File: config.mk
export PLATFORM = sky130hd
export DESIGN_NAME = fetch_pc_controller_flat
export DESIGN_NICKNAME = d
export VERILOG_FILES = /design/src/rtl/fetch_pc_controller_if.sv /design/src/rtl/fetch_pc_controller.sv /design/src/flat_wrapper.sv
export SDC_FILE = /design/constraint.sdc
export NUM_CORES = 1
export LEC_CHECK = 0
export ABC_AREA = 1
export CAP_MARGIN = 10
export CORE_MARGIN = 4
export CORE_UTILIZATION = 50
export CTS_BUF_LIST = sky130_fd_sc_hd__clkbuf_16
export DETAILED_ROUTE_END_ITERATION = 8
export MAX_ROUTING_LAYER = met4
export PLACE_DENSITY = 0.8
export SETUP_SLACK_MARGIN = 0.4
export SYNTH_ARGS = -nofsm -noshare
export SYNTH_HDL_FRONTEND = slang
export SYNTH_SLANG_ARGS = --single-unit
File: constraint.sdc
create_clock -name in_clk -period 5.3 [get_ports in_clk]
set_input_delay 1.06 -clock in_clk [delete_from_list [all_inputs] [get_ports in_clk]]
set_output_delay 1.06 -clock in_clk [all_outputs]
set_load 0.01 [all_outputs]
File: src/rtl/fetch_pc_controller_if.sv
// Decode-side handshake bundle for the fetch stage.
//   out_d_valid       fetch -> decode  output register holds an instruction
//   in_d_ready        decode -> fetch  decode accepts this cycle
//   out_d_insnbits    fetch -> decode  instruction word
//   out_d_pc          fetch -> decode  PC of that instruction
//   out_d_pred_taken  fetch -> decode  instruction was predicted taken
interface fetch_pc_controller_if;
    logic        out_d_valid;
    logic        in_d_ready;
    logic [31:0] out_d_insnbits;
    logic [63:0] out_d_pc;
    logic        out_d_pred_taken;

    modport master (
        output out_d_valid,
        output out_d_insnbits,
        output out_d_pc,
        output out_d_pred_taken,
        input  in_d_ready
    );

    modport slave (
        input  out_d_valid,
        input  out_d_insnbits,
        input  out_d_pc,
        input  out_d_pred_taken,
        output in_d_ready
    );
endinterface

File: src/rtl/fetch_pc_controller.sv
// Fetch-stage sequencer. Owns the fetch PC, drives the imem address, applies
// static prediction (branches taken, everything else PC+4), stalls on RET
// until execute redirects, and presents instructions to decode through a
// one-entry output register with a valid/ready handshake.
// Ports:
//   in_clk, in_rst_n        clock, asynchronous active-low reset
//   in_start, in_entry_pc   start pulse and program entry address (IDLE only)
//   out_imem_addr           imem read address (= PC)
//   in_imem_insnbits        instruction word at out_imem_addr
//   in_is_br, in_is_ret     combinational decode of in_imem_insnbits
//   in_br_imm               sign-extended branch byte offset
//   in_x_redirect_valid/pc  execute-stage PC correction
//   dec                     decode handshake (master side)
//   out_state               IDLE=0 RUN=1 WAIT_RET=2 HALT=3
//   out_fault               sticky misaligned / out-of-page PC flag
//   out_fetch_count         instructions loaded into the output register
module fetch_pc_controller #(
    parameter int PAGESIZE = 4096,
    parameter int CNT_W    = 32
) (
    input  logic                          in_clk,
    input  logic                          in_rst_n,
    input  logic                          in_start,
    input  logic [63:0]                   in_entry_pc,
    output logic [63:0]                   out_imem_addr,
    input  logic [31:0]                   in_imem_insnbits,
    input  logic                          in_is_br,
    input  logic                          in_is_ret,
    input  logic [63:0]                   in_br_imm,
    input  logic                          in_x_redirect_valid,
    input  logic [63:0]                   in_x_redirect_pc,
    fetch_pc_controller_if.master         dec,
    output logic [1:0]                    out_state,
    output logic                          out_fault,
    output logic [CNT_W-1:0]              out_fetch_count
);

    typedef enum logic [1:0] {
        IDLE     = 2'd0,
        RUN      = 2'd1,
        WAIT_RET = 2'd2,
        HALT     = 2'd3
    } state_t;

    state_t             state_q, state_d;
    logic [63:0]        pc_q, pc_d;
    logic               valid_q, valid_d;
    logic [31:0]        insn_q, insn_d;
    logic [63:0]        dpc_q, dpc_d;
    logic               pred_q, pred_d;
    logic               fault_q, fault_d;
    logic [CNT_W-1:0]   cnt_q, cnt_d;

    logic slot_free;
    logic handshake;
    logic pc_bad;

    always_ff @(posedge in_clk or negedge in_rst_n) begin
        if (!in_rst_n) begin
            state_q <= IDLE;
            pc_q    <= '0;
            valid_q <= 1'b0;
            insn_q  <= '0;
            dpc_q   <= '0;
            pred_q  <= 1'b0;
            fault_q <= 1'b0;
            cnt_q   <= '0;
        end else begin
            state_q <= state_d;
            pc_q    <= pc_d;
            valid_q <= valid_d;
            insn_q  <= insn_d;
            dpc_q   <= dpc_d;
            pred_q  <= pred_d;
            fault_q <= fault_d;
            cnt_q   <= cnt_d;
        end
    end

    always_comb begin
        state_d   = state_q;
        pc_d      = pc_q;
        valid_d   = valid_q;
        insn_d    = insn_q;
        dpc_d     = dpc_q;
        pred_d    = pred_q;
        fault_d   = fault_q;
        cnt_d     = cnt_q;
        slot_free = !valid_q || dec.in_d_ready;
        handshake = valid_q && dec.in_d_ready;
        pc_bad    = (pc_q[1:0] != 2'b00) || (pc_q >= 64'(PAGESIZE));

        // Redirect outranks everything outside IDLE; decided first so a
        // same-cycle fetch never loads the output register or bumps the count.
        if (state_q != IDLE && in_x_redirect_valid) begin
            pc_d    = in_x_redirect_pc;
            state_d = RUN;
            valid_d = 1'b0;
        end else begin
            case (state_q)
                IDLE: begin
                    if (in_start) begin
                        pc_d    = in_entry_pc;
                        state_d = RUN;
                    end
                end
                RUN: begin
                    if (slot_free) begin
                        if (pc_bad) begin
                            fault_d = 1'b1;
                            state_d = HALT;
                            valid_d = 1'b0;
                        end else if (in_imem_insnbits == 32'h0) begin
                            state_d = HALT;
                            valid_d = 1'b0;
                        end else begin
                            valid_d = 1'b1;
                            insn_d  = in_imem_insnbits;
                            dpc_d   = pc_q;
                            cnt_d   = cnt_q + CNT_W'(1);
                            if (in_is_br) begin
                                pc_d   = pc_q + in_br_imm;
                                pred_d = 1'b1;
                            end else if (in_is_ret) begin
                                pred_d  = 1'b0;
                                state_d = WAIT_RET;
                            end else begin
                                pc_d   = pc_q + 64'd4;
                                pred_d = 1'b0;
                            end
                        end
                    end
                end
                default: begin
                    // WAIT_RET / HALT: no fetch, just drain the held insn.
                    if (handshake) begin
                        valid_d = 1'b0;
                    end
                end
            endcase
        end
    end

    assign out_imem_addr        = pc_q;
    assign dec.out_d_valid      = valid_q;
    assign dec.out_d_insnbits   = insn_q;
    assign dec.out_d_pc         = dpc_q;
    assign dec.out_d_pred_taken = pred_q;
    assign out_state            = state_q;
    assign out_fault            = fault_q;
    assign out_fetch_count      = cnt_q;

endmodule

File: src/flat_wrapper.sv
// flat-port wrapper written by rule: the top's interface ports become plain ports
module fetch_pc_controller_flat 
#(
    parameter int PAGESIZE = 4096,
    parameter int CNT_W    = 32
)
  (in_clk, in_rst_n, in_start, in_entry_pc, out_imem_addr, in_imem_insnbits, in_is_br, in_is_ret, in_br_imm, in_x_redirect_valid, in_x_redirect_pc, out_state, out_fault, out_fetch_count, dec_out_d_valid, dec_out_d_insnbits, dec_out_d_pc, dec_out_d_pred_taken, dec_in_d_ready);
  fetch_pc_controller_if dec_i ();
  input  logic in_clk;
  input  logic in_rst_n;
  input  logic in_start;
  input  logic [63:0] in_entry_pc;
  output logic [63:0] out_imem_addr;
  input  logic [31:0] in_imem_insnbits;
  input  logic in_is_br;
  input  logic in_is_ret;
  input  logic [63:0] in_br_imm;
  input  logic in_x_redirect_valid;
  input  logic [63:0] in_x_redirect_pc;
  output logic [1:0] out_state;
  output logic out_fault;
  output logic [CNT_W-1:0] out_fetch_count;
  output wire logic [$bits(dec_i.out_d_valid)-1:0] dec_out_d_valid;
  output wire logic [$bits(dec_i.out_d_insnbits)-1:0] dec_out_d_insnbits;
  output wire logic [$bits(dec_i.out_d_pc)-1:0] dec_out_d_pc;
  output wire logic [$bits(dec_i.out_d_pred_taken)-1:0] dec_out_d_pred_taken;
  input wire logic [$bits(dec_i.in_d_ready)-1:0] dec_in_d_ready;
  assign dec_out_d_valid = dec_i.out_d_valid;
  assign dec_out_d_insnbits = dec_i.out_d_insnbits;
  assign dec_out_d_pc = dec_i.out_d_pc;
  assign dec_out_d_pred_taken = dec_i.out_d_pred_taken;
  assign dec_i.in_d_ready = dec_in_d_ready;
  fetch_pc_controller #(.PAGESIZE(PAGESIZE), .CNT_W(CNT_W)) u_core (.in_clk(in_clk), .in_rst_n(in_rst_n), .in_start(in_start), .in_entry_pc(in_entry_pc), .out_imem_addr(out_imem_addr), .in_imem_insnbits(in_imem_insnbits), .in_is_br(in_is_br), .in_is_ret(in_is_ret), .in_br_imm(in_br_imm), .in_x_redirect_valid(in_x_redirect_valid), .in_x_redirect_pc(in_x_redirect_pc), .dec(dec_i), .out_state(out_state), .out_fault(out_fault), .out_fetch_count(out_fetch_count));
endmodule
==> impl_metrics.py <==
metrics = {
    "timing": {
        "rsz0062_at_grt": "no",
        "finalHoldViolCount": 0,
        "drv_slew": 0,
        "setup-tns-final_ns": 0,
        "fin_crit_ns": 3.63,
        "fin_hold_ws_ns": 0.467,
        "max_freq_ghz": 0.276,
        "worstMarginPinSlew_ns": 1.08,
        "relSlewSlack": 0.282,
        "setup_violations": 0,
        "finClkSkew_ns": 0.0201,
        "period_share": 0.684,
    },
    "clock_network": {
        "clk_latency_ns": 0.48,
        "cts.repair.resized": 0,
        "cts.sinks": 197,
        "cts_made_buffers": 17,
        "htreeDepth": 4,
        "root_buffer": "clkbuf_16",
        "clkTransAtPathRegs_ns": 0.09,
        "cts_tree": "yes",
        "clock_tree.buffer_depth": 2,
        "post_cts_buffers": 0,
        "hold_buffers": 0,
    },
    "placement": {
        "dpl_cell_area_um2": 22700,
        "hpwl_um": 66500,
        "portBuffers": 427,
        "gp_congestion": 1.12,
    },
    "worst_setup_path": {
        "reg2reg_slack_ns": 1.77,
        "endpoint_kind": "flop",
        "cp.required_ns": 5.68,
        "worstPathMaxFanout": 4,
        "slowest_delay_ns": 0.55,
        "path_buf_inv": 2,
        "worstSetupPathType": "in2reg",
        "critPathLaunchType": "input port",
        "cp_common_cell": "nand2_1",
        "cp_cell_sequence": "clkdlybuf4s50_1, ha_1, nand2_1, nor2_1, inv_1, nor2_1, nand2_1, nor4_1, nand2_1, nand2_1, nand2_1, nand3_1, nand2_1, nand2_1, nand2_1, nand2_1, nand2_1",
        "cpLargestDelayFamily": "simple AND/OR/NAND/NOR gates",
        "cpMaxStageDelayCell": "nor4_1",
        "arrival_ns": 4.01,
    },
    "logic_synthesis": {
        "synth_area_leaders": "dfrtp_1, nand2_1, inv_1, nor2_1, nand3_1",
        "yosys.area.top_type": "dfrtp_1",
        "yosysWarnings": 0,
        "synthDominantCellAreaShare": 0.274,
        "yosysSeqAreaShare": 0.274,
        "ys_async_sr_fraction": 1.00,
        "synth.distinct_cells": 52,
        "synth-edff-count": 0,
        "syn_nets": 3411,
        "synthTopCellsByCount": "nand2_1, inv_1, nor2_1",
        "netlist_area_um2": 18000,
        "synth_seq_cells": 197,
        "synth_cells": 3113,
        "ys.flop_type": "dfrtp_1",
        "syn_avg_cell_area_um2": 5.78,
        "yosysMostFrequentCell": "nand2_1",
    },
    "route": {
        "finalWirelength_um": 83600,
        "drtPass1Iterations": 6,
        "drt_iter0_drc": 2495,
        "via_per_inst": 5.62,
        "vias": 22300,
        "avgRoutedWirePerCell_um": 21.0,
        "drtAntennaViolNets": 0,
        "drc": 0,
    },
    "worst_hold_path": {
        "hp-class": "reg2reg",
    },
    "run_status": {
        "outcome": "complete, no violations",
    },
    "layout": {
        "layout-drive-gt1-share": 0.0291,
        "final_net_count": 3796,
        "stdcell_area_um2": 23300,
        "syn_to_final_growth_pct": 29.4,
        "final_util": 0.655,
    },
    "job": {
        "maxCapViolations": 0,
    },
    "floorplan": {
        "start_util": 0.506,
        "io_pins": 428,
        "die_x_um": 198,
        "die_h_um": 198,
        "die_area_um2": 39100,
        "rows": 69,
        "core_area_um2": 35600,
    },
    "global_route": {
        "grt_pass1_vias": 21100,
        "globalRouteOverflowTotal": 0,
        "grt_max_degree": 109,
        "antenna_found_initial": 1,
        "grt_pass1_wl_um": 124000,
        "grtUsageTotal": 0.427,
    },
    "power": {
        "ir_worst_vdd_uv": 446,
        "power_uw": 11300,
        "power_density_nw_per_um2": 484,
        "leakage_uw": 0.0124,
    },
}
-- final timing paths --
check | start | end | depth (start not counted)
max | in_br_imm[29] | u_core.out_imem_addr[60]$_DFFE_PN0P_ | 17
min | u_core.dec.out_d_pc[17]$_DFFE_PN0P_ | u_core.dec.out_d_pc[17]$_DFFE_PN0P_ | 2
max reg2reg | u_core.out_state[0]$_DFFE_PN0P_ | u_core.out_imem_addr[17]$_DFFE_PN0P_ | 13
min reg2reg | u_core.dec.out_d_pc[17]$_DFFE_PN0P_ | u_core.dec.out_d_pc[17]$_DFFE_PN0P_ | 2
max in group asynchronous | in_rst_n | u_core.dec.out_d_pc[52]$_DFFE_PN0P_ | 2
min in group asynchronous | in_rst_n | u_core.dec.out_d_pc[38]$_DFFE_PN0P_ | 1
-- through the flow --
step / setup slack [ns] / instances
after floorplan: 2.54 / 3113
after global placement: 1.31 / 3940
after detailed placement: 1.32 / 3940
after CTS: 1.77 / 3972
after global routing: 1.51 / 3973
final: 1.67 / 3973
-- worst reg2reg max path: stages (launching register included) --
cell	delay [ns]
dfrtp_1	0.44
inv_2	0.09
nor2_4	0.04
inv_2	0.72
nor2_4	0.09
inv_2	0.17
nor2_2	0.06
inv_2	0.05
nand2_1	0.04
a21oi_1	0.28
nand3b_4	0.50
inv_2	0.58
o21ai_0	0.22
o21ai_1	0.17
-- metal layers --
| metal | track usage | vias to the layer above | share of wire |
|---|---|---|---|
| met5 | - | - | 0 |
| met4 | 0.257 | 0 | 0.073 |
| met3 | 0.0898 | 300 | 0.11 |
| met2 | 0.629 | 1414 | 0.43 |
| met1 | 0.539 | 10200 | 0.39 |
| li1 | - | 10400 | - |
-- cell families (layout without fill, tap and decap cells) --
kind of cell    Yosys count  count (layout)  synth area share
mux                       1               1          0.000625
xor+xnor                 63              63            0.0306
compound gates          275             275            0.0828
other cells               0               1                 0
flops                   197             197             0.274
buf+inv                 559             957             0.120
fa+ha+maj                67              67            0.0470
simple gates           1951            1951             0.445
-- report_power, final --
part           internal (uW)  switching (uW)
clock network            681             748
registers               1780             816
logic                   2460            4800
total                   4920            6360
-- cells in the final DEF (no fill, tap or decap), types with 2 or more instances in the layout --
master / count
clkinv_1: 3
nor4_1: 19
ha_1: 66
xnor2_1: 17
nand4_1: 39
o211ai_1: 9
xor2_1: 46
a22oi_1: 3
nand3_1: 206
o21a_1: 2
nand2_1: 1189
buf_12: 2
nor4b_1: 2
a21boi_1: 5
nor2_2: 3
nand2_2: 2
nor2_4: 3
o21ai_0: 102
inv_1: 470
buf_4: 16
and2_1: 2
clkinv_4: 3
clkbuf_16: 17
nor2_1: 380
o21bai_1: 8
a21o_1: 2
dfrtp_1: 197
clkinv_8: 4
or2_2: 25
o31ai_1: 3
nor3_1: 61
inv_2: 9
o21ai_1: 20
inv_8: 3
a21oi_1: 108
clkdlybuf4s50_1: 425
a21boi_0: 9
nand3b_1: 10
-- area by class of cell --
| cell class | count | area [um2] |
|---|---|---|
| Fill cell | 3211 | 12300 |
| Multi-Input combinational cell | 2357 | 10900 |
| Sequential cell | 197 | 4930 |
| Timing Repair Buffer | 445 | 4430 |
| Inverter | 480 | 1800 |
| Tap cell | 461 | 577 |
| Clock buffer | 17 | 425 |
| Clock inverter | 15 | 188 |
| Antenna cell | 1 | 2.50 |
-- registers in the layout (all words and copies together), names as in the netlist --
signal and count:
u_core.dec.out_d_insnbits 32, u_core.dec.out_d_pc 64, u_core.dec.out_d_pred_taken 1, u_core.dec.out_d_valid 1, u_core.out_fault 1, u_core.out_fetch_count 32
u_core.out_imem_addr 64, u_core.out_state 2
(Power assumes the default switching activity.)
